### src/rtl/sensor_scan_ctrl.sv
// sensor_scan_ctrl: round-robin scan of four sensor channels through a shared change detector
module sensor_scan_ctrl #(
    parameter int CP_LAT     = 2,
    parameter int FIFO_DEPTH = 4
) (
    input  logic                          clk,
    input  logic                          reset_n,
    input  logic                          enable,
    input  logic [3:0]                    chan_mask,
    input  logic [3:0]                    req,
    input  logic [31:0]                   sensor_data,
    output logic [3:0]                    ack,
    output logic [7:0]                    cp_data,
    output logic [1:0]                    cp_check,
    input  logic                          cp_q,
    input  logic [1:0]                    cp_q1,
    output logic                          evt_valid,
    output logic [1:0]                    evt_chan,
    output logic [7:0]                    evt_data,
    input  logic                          evt_ready,
    output logic [$clog2(FIFO_DEPTH):0]   evt_count,
    output logic                          overflow,
    output logic                          chan_err,
    input  logic                          clr_sticky,
    output logic                          busy
);
    localparam int AW = $clog2(FIFO_DEPTH);
    localparam int CW = AW + 1;
    localparam int LW = CP_LAT > 0 ? $clog2(CP_LAT + 1) : 1;

    typedef enum logic [1:0] {IDLE, ISSUE, WAIT} state_t;

    state_t          state, state_d;
    logic [1:0]      ptr, gsel;
    logic            found, start, capture;
    logic [3:0]      elig;
    logic [LW-1:0]   cnt;
    logic [9:0]      mem [FIFO_DEPTH];
    logic [AW-1:0]   wp, rp;
    logic            full, push_req, push, pop;

    assign elig     = req & chan_mask;
    assign start    = (state == IDLE) & enable & found;
    assign capture  = (state != IDLE) & (cnt == '0);
    assign full     = evt_count == CW'(FIFO_DEPTH);
    assign push_req = capture & cp_q;
    assign pop      = evt_valid & evt_ready;
    assign push     = push_req & (~full | pop);
    assign evt_valid = evt_count != '0;
    assign {evt_chan, evt_data} = mem[rp];
    assign busy     = state != IDLE;

    // pick the first eligible channel after the last one granted
    always_comb begin
        gsel  = ptr;
        found = 1'b0;
        for (int k = 4; k >= 1; k--) begin
            if (elig[ptr + 2'(k)]) begin
                found = 1'b1;
                gsel  = ptr + 2'(k);
            end
        end
    end

    // next state: issue on grant, wait out the detector latency, capture, back to idle
    always_comb begin
        state_d = state;
        if (state == IDLE)
            state_d = start ? ISSUE : IDLE;
        else
            state_d = capture ? IDLE : WAIT;
    end

    // state register
    always_ff @(posedge clk or negedge reset_n) begin
        if (!reset_n)
            state <= IDLE;
        else
            state <= state_d;
    end

    // grant bookkeeping and the held detector inputs
    always_ff @(posedge clk or negedge reset_n) begin
        if (!reset_n) begin
            ptr      <= 2'd3;
            ack      <= '0;
            cp_data  <= '0;
            cp_check <= '0;
            cnt      <= '0;
        end else begin
            ack <= start ? 4'b0001 << gsel : 4'b0000;
            cnt <= start ? LW'(CP_LAT) : (cnt != '0 ? cnt - LW'(1) : cnt);
            if (start) begin
                ptr      <= gsel;
                cp_data  <= sensor_data[8*gsel +: 8];
                cp_check <= gsel;
            end
        end
    end

    // event storage; contents need no reset since occupancy gates visibility
    always_ff @(posedge clk) begin
        if (push)
            mem[wp] <= {cp_check, cp_data};
    end

    // event pointers, occupancy and sticky error flags (a new error beats a clear)
    always_ff @(posedge clk or negedge reset_n) begin
        if (!reset_n) begin
            wp        <= '0;
            rp        <= '0;
            evt_count <= '0;
            overflow  <= 1'b0;
            chan_err  <= 1'b0;
        end else begin
            wp        <= push ? wp + AW'(1) : wp;
            rp        <= pop ? rp + AW'(1) : rp;
            evt_count <= evt_count + CW'(push) - CW'(pop);
            overflow  <= (push_req & full & ~pop) | (overflow & ~clr_sticky);
            chan_err  <= (capture & cp_q & (cp_q1 != cp_check)) | (chan_err & ~clr_sticky);
        end
    end
endmodule

### config.mk
export PLATFORM = sky130hd
export DESIGN_NAME = sensor_scan_ctrl
export DESIGN_NICKNAME = d
export VERILOG_FILES = /design/src/rtl/sensor_scan_ctrl.sv
export SDC_FILE = /design/constraint.sdc
export NUM_CORES = 1
export LEC_CHECK = 0
export ABC_AREA = 1
export CORE_ASPECT_RATIO = 0.75
export CORE_MARGIN = 2
export CORE_UTILIZATION = 50
export DETAILED_ROUTE_END_ITERATION = 7
export GPL_TIMING_DRIVEN = 0
export PLACE_DENSITY = 0.86
export SYNTH_ARGS = -nofsm -noshare
export SYNTH_HDL_FRONTEND = slang
export SYNTH_SLANG_ARGS = --single-unit
### constraint.sdc
create_clock -name clk -period 2.35 [get_ports clk]
set_input_delay 0.47 -clock clk [delete_from_list [all_inputs] [get_ports clk]]
set_output_delay 0.47 -clock clk [all_outputs]
set_load 0.02 [all_outputs]
==> flow_metrics.py <==
metrics = {
    "yosys": {
        "synth_common_cells": "nand2_1, inv_1, edfxtp_1",
        "synth_ff_type": "edfxtp_1",
        "synth_fp_nets": 397,
        "synth_top_area_share_pct": 36.3,
        "yosysMostFrequentCell": "nand2_1",
        "syn_inst": 341,
        "synth-seq-cells": 69,
        "synth-edff-count": 40,
        "avgSynthCellArea_um2": 9.71,
        "ys_warn_count": 0,
        "seq_area_frac_synth_pct": 58.3,
        "synth_cell_types": 29,
        "synth.area.top_cells": "edfxtp_1, dfrtp_1, nand2_1",
        "post_synth_instance_area_mm2": 0.00331,
        "synth_top_area_cell": "edfxtp_1",
        "ys_async_sr_fraction_pct": 42.0,
    },
    "clock_tree": {
        "cts-root-buf": "clkbuf_8",
        "clkTransAtPathRegs_ns": 0.07,
        "cts_tree": "yes",
        "cts_hold_buffers": 0,
        "clock_latency_ns": 0.34,
        "h-tree-depth": 3,
        "clock_path_buffers": 2,
        "clock_sink_count": 69,
        "numCtsBuffers": 9,
    },
    "grt": {
        "grt_pass1_vias": 2515,
        "grt.total_usage_pct": 21.1,
        "grt_pass1_wl_mm": 11.9,
        "gr-total-overflow": 0,
        "antenna_found_initial": 0,
        "grt_start_max_net_pins": 30,
    },
    "place": {
        "hpwl_mm": 5.22,
        "gp_congestion": 0.903,
        "placed_area_mm2": 0.00419,
        "numPortBuffers": 78,
    },
    "setup_path": {
        "cp_max_fo": 8,
        "r2r_end": "evt_count[2]$_DFF_PN0_",
        "crit_arrival_ns": 2.46,
        "cp-end-kind": "register",
        "slowest_stage": "dfrtp_1",
        "timing.rr.start": "cnt[0]$_DFFE_PN0P_",
        "rrSetupSlack_ns": 0.11,
        "critPathMaxStageDelay_ns": 0.39,
        "ff2ff_path_depth": 10,
        "criticalPathCategory": "register to register",
        "critPathBufInv": 3,
        "cp_top_family": "adder cells",
        "path_cells": "inv_1, ha_2, nand3_1, inv_2, nand2_4, ha_1, inv_1, ha_1, fa_1, xor2_1",
        "cp.required_ns": 2.57,
        "startpoint_type": "register",
    },
    "sta": {
        "setup_viol": 0,
        "tightest_slew_ns": 0.994,
        "setup_total_negative_slack_ns": 0,
        "slew_violations": 0,
        "post-route-period-util_pct": 95.2,
        "timing.fmax_mhz": 447,
        "fin_skew_ns": 0.00763,
        "max_slew_margin_pct": 33.5,
        "final_hold_viol_count": 0,
        "fin_crit_ns": 2.24,
    },
    "cells_and_area": {
        "fin_area_mm2": 0.00440,
        "layout-drive-gt1-share_pct": 11.3,
        "nNetsFinal": 486,
        "fillers": 469,
        "antennaDiodeCount": 0,
        "final_util_pct": 69.3,
        "area_delta_synth_final_pct": 32.8,
    },
    "hold_path": {
        "hold_class": "input port to asynchronous set/reset pin",
    },
    "drt": {
        "drt-initial-drc-count": 141,
        "drc": 0,
        "antenna_left": 0,
        "avgViaCountPerCell": 5.11,
        "vias": 2636,
        "wl_per_cell_um": 14.1,
        "drt-total-wl_mm": 7.27,
        "drtPass1Iterations": 5,
    },
    "die": {
        "core_area_mm2": 0.00635,
        "initial_core_util_pct": 52.1,
        "rows": 25,
        "design.die.area_mm2": 0.00730,
        "die_w_um": 98.0,
        "die_y_um": 74.5,
        "io-pin-count": 79,
    },
    "power_and_ir_drop": {
        "total_power_mw": 6.01,
        "p_per_area_mw_per_mm2": 1370,
        "ir_drop_mv": 0.621,
        "p_leak_nw": 1.95,
    },
    "flow_run": {
        "maxCapViolCount": 0,
    },
    "outcome": {
        "status": "finished clean",
    },
}
## registers in the layout, summed over array words and instances, names as in the netlist
signal,flops
state,2
rp,2
wp,2
overflow,1
cp_check,2
ptr,2
cnt,2
mem,40
ack,4
chan_err,1
evt_count,3
cp_data,8
## area by class of cell
cell class / count / area, um^2 / share of cell area (%)
clock buffer: 10 / 128 / 2.90
tap: 81 / 101 / 2.30
clock inverter: 6 / 77.6 / 1.76
inverter: 52 / 195 / 4.44
sequential: 69 / 1930 / 43.9
timing repair buffer: 78 / 763 / 17.4
buffer: 9 / 61.3 / 1.39
multi-input combinational: 211 / 1140 / 26.0
## worst max-delay path by stage
stage | from | to | depth (start not counted) | slack, ns
after floorplan | cnt[0]$_DFFE_PN0P_ | evt_count[2]$_DFF_PN0_ | 10 | 0.23
after global placement | evt_ready | evt_count[2]$_DFF_PN0_ | 9 | -0.14
after detailed placement | cp_q | evt_count[2]$_DFF_PN0_ | 9 | -0.23
after CTS | cnt[0]$_DFFE_PN0P_ | evt_count[2]$_DFF_PN0_ | 10 | 0.04
after global routing | cnt[1]$_DFFE_PN0P_ | mem[3][2]$_DFFE_PP_ | 6 | -0.004
final | cnt[0]$_DFFE_PN0P_ | evt_count[2]$_DFF_PN0_ | 10 | 0.11
## logic make-up (layout without fill, tap and decap cells)
kind of cell	count (synthesis)	in the layout	share of synthesized area (%)
fa+ha+maj	8	8	3.25
xor+xnor	8	8	2.12
buf+inv	61	155	7.52
simple gates	150	150	20.4
compound gates	45	45	8.47
flops	69	69	58.3
## metrics by stage
step | cells | hold slack [ns] | worst slack [ns]
2_1_floorplan | 341 | 0.174 | 0.230
3_3_place_gp | 500 | 0.488 | -0.141
6_report | 516 | 0.146 | 0.112
5_1_grt | 516 | 0.184 | -0.00368
4_1_cts | 516 | 0.508 | 0.0355
3_5_place_dp | 500 | 0.491 | -0.232
## cells in the final DEF, fill, tap and decap left out, types with 2 or more instances in the layout
cell / synthesis / final
edfxtp_1: 40 / 40
nor3_1: 2 / 2
nand2_4: 3 / 4
clkbuf_2: 0 / 6
inv_1: 50 / 49
xor2_1: 7 / 7
dfstp_2: 2 / 2
o211ai_2: 5 / 5
nand3_2: 2 / 2
o21ai_0: 25 / 25
a21oi_1: 2 / 2
clkdlybuf4s50_1: 0 / 67
dfrtp_1: 27 / 27
clkinv_1: 0 / 2
dlygate4sd2_1: 0 / 10
clkinv_2: 0 / 2
clkbuf_8: 0 / 9
bufinv_16: 0 / 2
nor2_1: 33 / 33
nand3_1: 33 / 33
o22ai_1: 11 / 11
ha_1: 7 / 6
nand4_1: 2 / 2
nand2_2: 7 / 7
nand2_1: 66 / 65
inv_2: 2 / 3
buf_2: 1 / 2
## power breakdown
| part | switching (mW) | internal, mW | total (mW) |
|---|---|---|---|
| sequential | 0.275 | 1.68 | 1.96 |
| combinational | 1.89 | 1.16 | 3.05 |
| clock | 0.412 | 0.587 | 0.999 |
## routing by layer
metal	GRT usage [%]	up-vias	routed length [um]
met1	27.8	1193	3220
met2	35.5	131	3430
met4	6.33	0	85
li1	-	1303	-
met5	0	-	0
met3	5.08	9	545
## timing repair
action	CTS	global route
buffers inserted	0	0
resized for setup	17	3
setup endpoints to repair	21	37
Power figures use the tool's default switching activity.
==> edit 1, RTL diff (config.mk and constraints unchanged) <==
Put one more register stage on the output `evt_count`, cleared by the reset. The value now appears one clock later. The other outputs are not delayed to match.
--- a/src/rtl/sensor_scan_ctrl.sv
+++ b/src/rtl/sensor_scan_ctrl.sv
@@ -31,4 +31,6 @@
     typedef enum logic [1:0] {IDLE, ISSUE, WAIT} state_t;
 
+    logic [$clog2(FIFO_DEPTH):0] evt_count_s0;
+
     state_t          state, state_d;
     logic [1:0]      ptr, gsel;
@@ -43,9 +45,9 @@
     assign start    = (state == IDLE) & enable & found;
     assign capture  = (state != IDLE) & (cnt == '0);
-    assign full     = evt_count == CW'(FIFO_DEPTH);
+    assign full     = evt_count_s0 == CW'(FIFO_DEPTH);
     assign push_req = capture & cp_q;
     assign pop      = evt_valid & evt_ready;
     assign push     = push_req & (~full | pop);
-    assign evt_valid = evt_count != '0;
+    assign evt_valid = evt_count_s0 != '0;
     assign {evt_chan, evt_data} = mem[rp];
     assign busy     = state != IDLE;
@@ -110,5 +112,5 @@
             wp        <= '0;
             rp        <= '0;
-            evt_count <= '0;
+            evt_count_s0 <= '0;
             overflow  <= 1'b0;
             chan_err  <= 1'b0;
@@ -116,9 +118,17 @@
             wp        <= push ? wp + AW'(1) : wp;
             rp        <= pop ? rp + AW'(1) : rp;
-            evt_count <= evt_count + CW'(push) - CW'(pop);
+            evt_count_s0 <= evt_count_s0 + CW'(push) - CW'(pop);
             overflow  <= (push_req & full & ~pop) | (overflow & ~clr_sticky);
             chan_err  <= (capture & cp_q & (cp_q1 != cp_check)) | (chan_err & ~clr_sticky);
         end
     end
+    always_ff @(posedge clk or negedge reset_n) begin
+        if (!reset_n) begin
+            evt_count <= '0;
+        end else begin
+            evt_count <= evt_count_s0;
+        end
+    end
+
 endmodule
 
Behaviour: not the same (a bounded check fails within 10 cycles, from zero or initial values and one cycle with reset_n low).
==> edit 1 against the original RTL <==
  * Register-to-register slack better by 20 ps
  * Sequential share of layout area is 0.58 points higher
  * Area after synthesis is 4.4% higher
  * Setup slack worse by 33 ps
  * Highest routed layer unchanged
  * Cell area is 2.5% higher
  * Utilization is 2.6 points lower
  * Critical path depth is 5 lower
  * Via count is 0.11% higher
  * Total power is 0.34% lower
  * Worst hold slack better by 14 ps
  * Synthesized cell count is 3.8% higher
  * Wire length is 0.45% higher
  * Sequential cell count is 3 higher
==> edit 1: results (changes against the original RTL) <==
INFO  status         outcome=completed
INFO  place          placed_area=4340um2 [+3.6%]
INFO  cts            clock_sink_count=72 [+4.3%]
INFO  final_layout   non_filler_instance_count_after_layout=532 [+3.1%]
INFO  setup_path     critPathMaxFanout=10 [+2]
INFO  synth          ys_seq_area_frac=0.580 [-0.00275]
INFO  synth          complex_gate_fraction_of_the_synthesized_area=0.0739 [-0.0108]
INFO  setup_path     setup.reg_to_reg.worst_slack=130ps [+20 ps]
INFO  final_layout   multi_input_gate_share_of_the_layout_cell_area=0.262 [+0.00274]
INFO  setup_path     timing.critical_path.from=rp[0]$_DFFE_PN0N_
INFO  final_layout   finish.utilization=0.666 [-0.0262]
INFO  place          numPlacedInstances=516 [+3.2%]
INFO  setup_path     cp_data_arrival_time=1800ps [-660 ps]
INFO  route          drt-pass1-iter-count=4 [-1]
INFO  power          power_leakage=2.01nW [+3.2%]
INFO  final_layout   multiInputGateArea=1180um2 [+3.6%]
INFO  global_route   first_global_vias=2662 [+5.8%]
INFO  final_layout   n_clock_buffer=12 [+2]
INFO  final_layout   num-fill-cells=530 [+13%]
INFO  synth          mappedNetlistNets=410 [+3.3%]
INFO  global_route   wire_length_of_the_first_global_routing_pass=12.5mm [+5.1%]
INFO  final_layout   nets=499 [+2.7%]
INFO  final_layout   inv_count=55 [+5.8%]
INFO  synth          ys_types=28 [-3.4%]
INFO  setup_path     slowest_delay=440ps [+50 ps]
INFO  route          route.detailed.vias_per_inst=4.96 [-2.9%]
INFO  final_layout   buffers=89 [+2.3%]
INFO  sta            whs=160ps [+14.4 ps]
INFO  final_layout   bufAreaShareNonClock=0.189 [+0.00175]
INFO  synth          post_synth_inst_count=354 [+3.8%]
INFO  place          dp_slack=-240ps [-7.58 ps]
INFO  route          met1_routed_wirelength_after_detailed_routing=3.29mm [+2.4%]
INFO  place          place_hpwl=5.39mm [+3.1%]
INFO  final_layout   seq_share=0.445 [+0.00582]
INFO  synth          async_reset_ff_frac=0.444 [+0.0242]
INFO  final_layout   clock_cell_area_share=0.0347 [-0.0120]
INFO  global_route   use_met1=0.277 [-0.00158]
INFO  route          wl_met3=436um [-20%]
INFO  setup_path     crit_end=evt_chan[0]
INFO  sta            worst_clock_skew=5.05ps [-2.58 ps]
INFO  final_layout   layout-drive-gt1-share=0.123 [+0.0101]
INFO  global_route   use_met2=0.340 [-0.0148]
INFO  synth          synth_xor_area_frac=0.0203 [-0.000889]
INFO  sta            setup_slack=78.4ps [-33.4 ps]
INFO  sta            max_slew.worst_pin.slew=993ps [-1.46 ps]
INFO  global_route   global_route_met3_utilization=0.0468 [-0.00396]
[edit 1: cell count changes after synthesis, sizes merged]
cell / unedited run / this run
nand2: 76 / 77
dfrtp: 27 / 30
nand3: 35 / 41
inv: 52 / 55
buf: 3 / 5
o211ai: 6 / 4
[edit 1: cells by family (layout without fill, tap and decap cells)]
logic type / count (synthesis) / in the layout
AO/OA/AOI/OAI: 43 / 43
XOR/XNOR: 8 / 8
adder cells (fa/ha/maj): 8 / 8
buffers and inverters: 66 / 160
flip-flops: 72 / 72
AND/OR/NAND/NOR: 157 / 157
[edit 1: power breakdown]
| group | leakage (nW) | internal [W] | switching [W] |
|---|---|---|---|
| combinational | 1.18 | 0.00125 | 0.00190 |
| sequential | 0.753 | 0.00175 | 0.000275 |
| clock | 0.0778 | 0.000377 | 0.000436 |
| total | 2.01 | 0.00338 | 0.00261 |
[edit 1: what timing repair did]
action	in CTS	in global routing
buffers inserted	0	0
gates resized for setup	17	4
endpoints found under the setup margin	11	33
==> edit 2, RTL diff (same settings) <==
Without the edit above. Set the parameter `CP_LAT` to 1 (it was 2).
--- a/src/rtl/sensor_scan_ctrl.sv
+++ b/src/rtl/sensor_scan_ctrl.sv
@@ -1,5 +1,5 @@
 // sensor_scan_ctrl: round-robin scan of four sensor channels through a shared change detector
 module sensor_scan_ctrl #(
-    parameter int CP_LAT     = 2,
+    parameter int CP_LAT     = 1,
     parameter int FIFO_DEPTH = 4
 ) (
Function: changed (a bounded check fails within 4 cycles, from zero or initial values and one cycle with reset_n low).
==> edit 2 against the original RTL <==
  * Critical endpoint is now evt_chan[0]
  * Total power fell by 8.0%
  * Area after synthesis grew 1.4%
  * Sequential cell count down 1
  * Final cell count is 4.3% higher
  * Non-clock buffer count up 4
  * Wire length is 0.29% higher
  * Sequential share of layout area is 0.52 points lower
  * Clock skew grew 3.3 ps
  * Highest routed layer unchanged
  * Register-to-register slack improved by 70 ps
  * Utilization shrank 0.75 points
  * Setup slack improved by 20 ps
  * Cell area is 0.11% lower
  * Combinational power down 6.6%
==> edit 2: results (changes against the original RTL) <==
INFO  final_layout   nets=507 [+4.3%]
INFO  final_layout   multiInputGateArea=1140um2 [-0.33%]
INFO  route          wl_met2=3.47mm [+1.3%]
INFO  setup_path     reg2reg_to=evt_count[1]$_DFF_PN0_
INFO  synth          ys_seq_area_frac=0.567 [-0.0155]
INFO  global_route   wire_length_of_the_first_global_routing_pass=12.1mm [+1.7%]
INFO  setup_path     timing.critical_path.from=rp[0]$_DFFE_PN0N_
INFO  synth          mappedNetlistNets=418 [+5.3%]
INFO  global_route   grt_max_degree=29 [-3.3%]
INFO  final_layout   seq_share=0.433 [-0.00520]
INFO  global_route   use_met2=0.371 [+0.0165]
INFO  place          dp_slack=-203ps [+28.7 ps]
INFO  power          power.share.clock=0.146 [-0.020]
INFO  synth          yosys.area_share.adder=0.0283 [-0.00418]
INFO  place          placed_area=4240um2 [+1.1%]
INFO  final_layout   clock_cell_area_share=0.0373 [-0.00935]
INFO  global_route   grt_usage=0.215 [+0.00487]
INFO  global_route   first_global_vias=2649 [+5.3%]
INFO  setup_path     crit_end=evt_chan[0]
INFO  route          detailroute.via_count=2674 [+1.4%]
INFO  setup_path     critPathMaxFanout=10 [+2]
INFO  synth          synth_xor_area_frac=0.0183 [-0.00290]
INFO  synth          synth.cells.most_frequent=67 x sky130_fd_sc_hd__nand2_1, 60 x sky130_fd_sc_hd__inv_1, 40 x sky130_fd_sc_hd__edfxtp_1
INFO  sta            worst_clock_skew=10.9ps [+3.31 ps]
INFO  final_layout   num-fill-cells=500 [+6.6%]
INFO  final_layout   buffers=91 [+4.6%]
INFO  final_layout   bufAreaShareNonClock=0.193 [+0.00506]
INFO  power          internal_power=0.00315W [-8.1%]
INFO  sta            relSlewSlack=0.341 [+0.00609]
INFO  final_layout   syn2layout_area_growth=30.9%
INFO  synth          async_reset_ff_frac=0.412 [-0.00853]
INFO  sta            whs=133ps [-13.1 ps]
INFO  place          place_congestion=0.857 [-5.1%]
INFO  setup_path     setup.reg_to_reg.worst_slack=180ps [+70 ps]
INFO  status         outcome=completed
INFO  final_layout   num-multi-input-gates=219 [+3.8%]
INFO  synth          synth_top_area_cells=sky130_fd_sc_hd__edfxtp_1 36%, sky130_fd_sc_hd__dfrtp_1 19%, sky130_fd_sc_hd__nand2_1 7.5%
INFO  global_route   global_route_met3_utilization=0.0613 [+0.0105]
INFO  setup_path     count_of_cells_along_the_worst_register_to_register_path=11 [+1]
INFO  final_layout   inv_count=63 [+21%]
INFO  route          routed_wire_length_per_instance=13.6um [-3.8%]
INFO  cts            clock_sink_count=68 [-1.4%]
INFO  synth          ys_types=32 [+10%]
INFO  synth          post_synth.cell_area_avg=9.25um2 [-4.7%]
INFO  setup_path     r2r-start=state[1]$_DFF_PN0_
INFO  floorplanning  core=6410um2 [+0.99%]
[edit 2: cell count changes in the layout (fill, tap and decap cells not counted), moves of 4 or more]
cell,change
sky130_fd_sc_hd__nand2_2,+4
sky130_fd_sc_hd__nand3_1,+4
sky130_fd_sc_hd__nor2_1,+6
sky130_fd_sc_hd__o211ai_2,-5
sky130_fd_sc_hd__inv_1,+11
sky130_fd_sc_hd__clkbuf_1,+4
[edit 2: worst reg2reg max path, cell delays in order, from the launching register on]
cell	delay (ps)
sky130_fd_sc_hd__dfrtp_1	360
sky130_fd_sc_hd__nor2_1	170
sky130_fd_sc_hd__inv_1	90
sky130_fd_sc_hd__nand3_1	90
sky130_fd_sc_hd__inv_1	60
sky130_fd_sc_hd__nand2_1	230
sky130_fd_sc_hd__ha_1	290
sky130_fd_sc_hd__inv_1	60
sky130_fd_sc_hd__ha_1	140
sky130_fd_sc_hd__inv_1	60
sky130_fd_sc_hd__fa_1	480
sky130_fd_sc_hd__inv_1	40
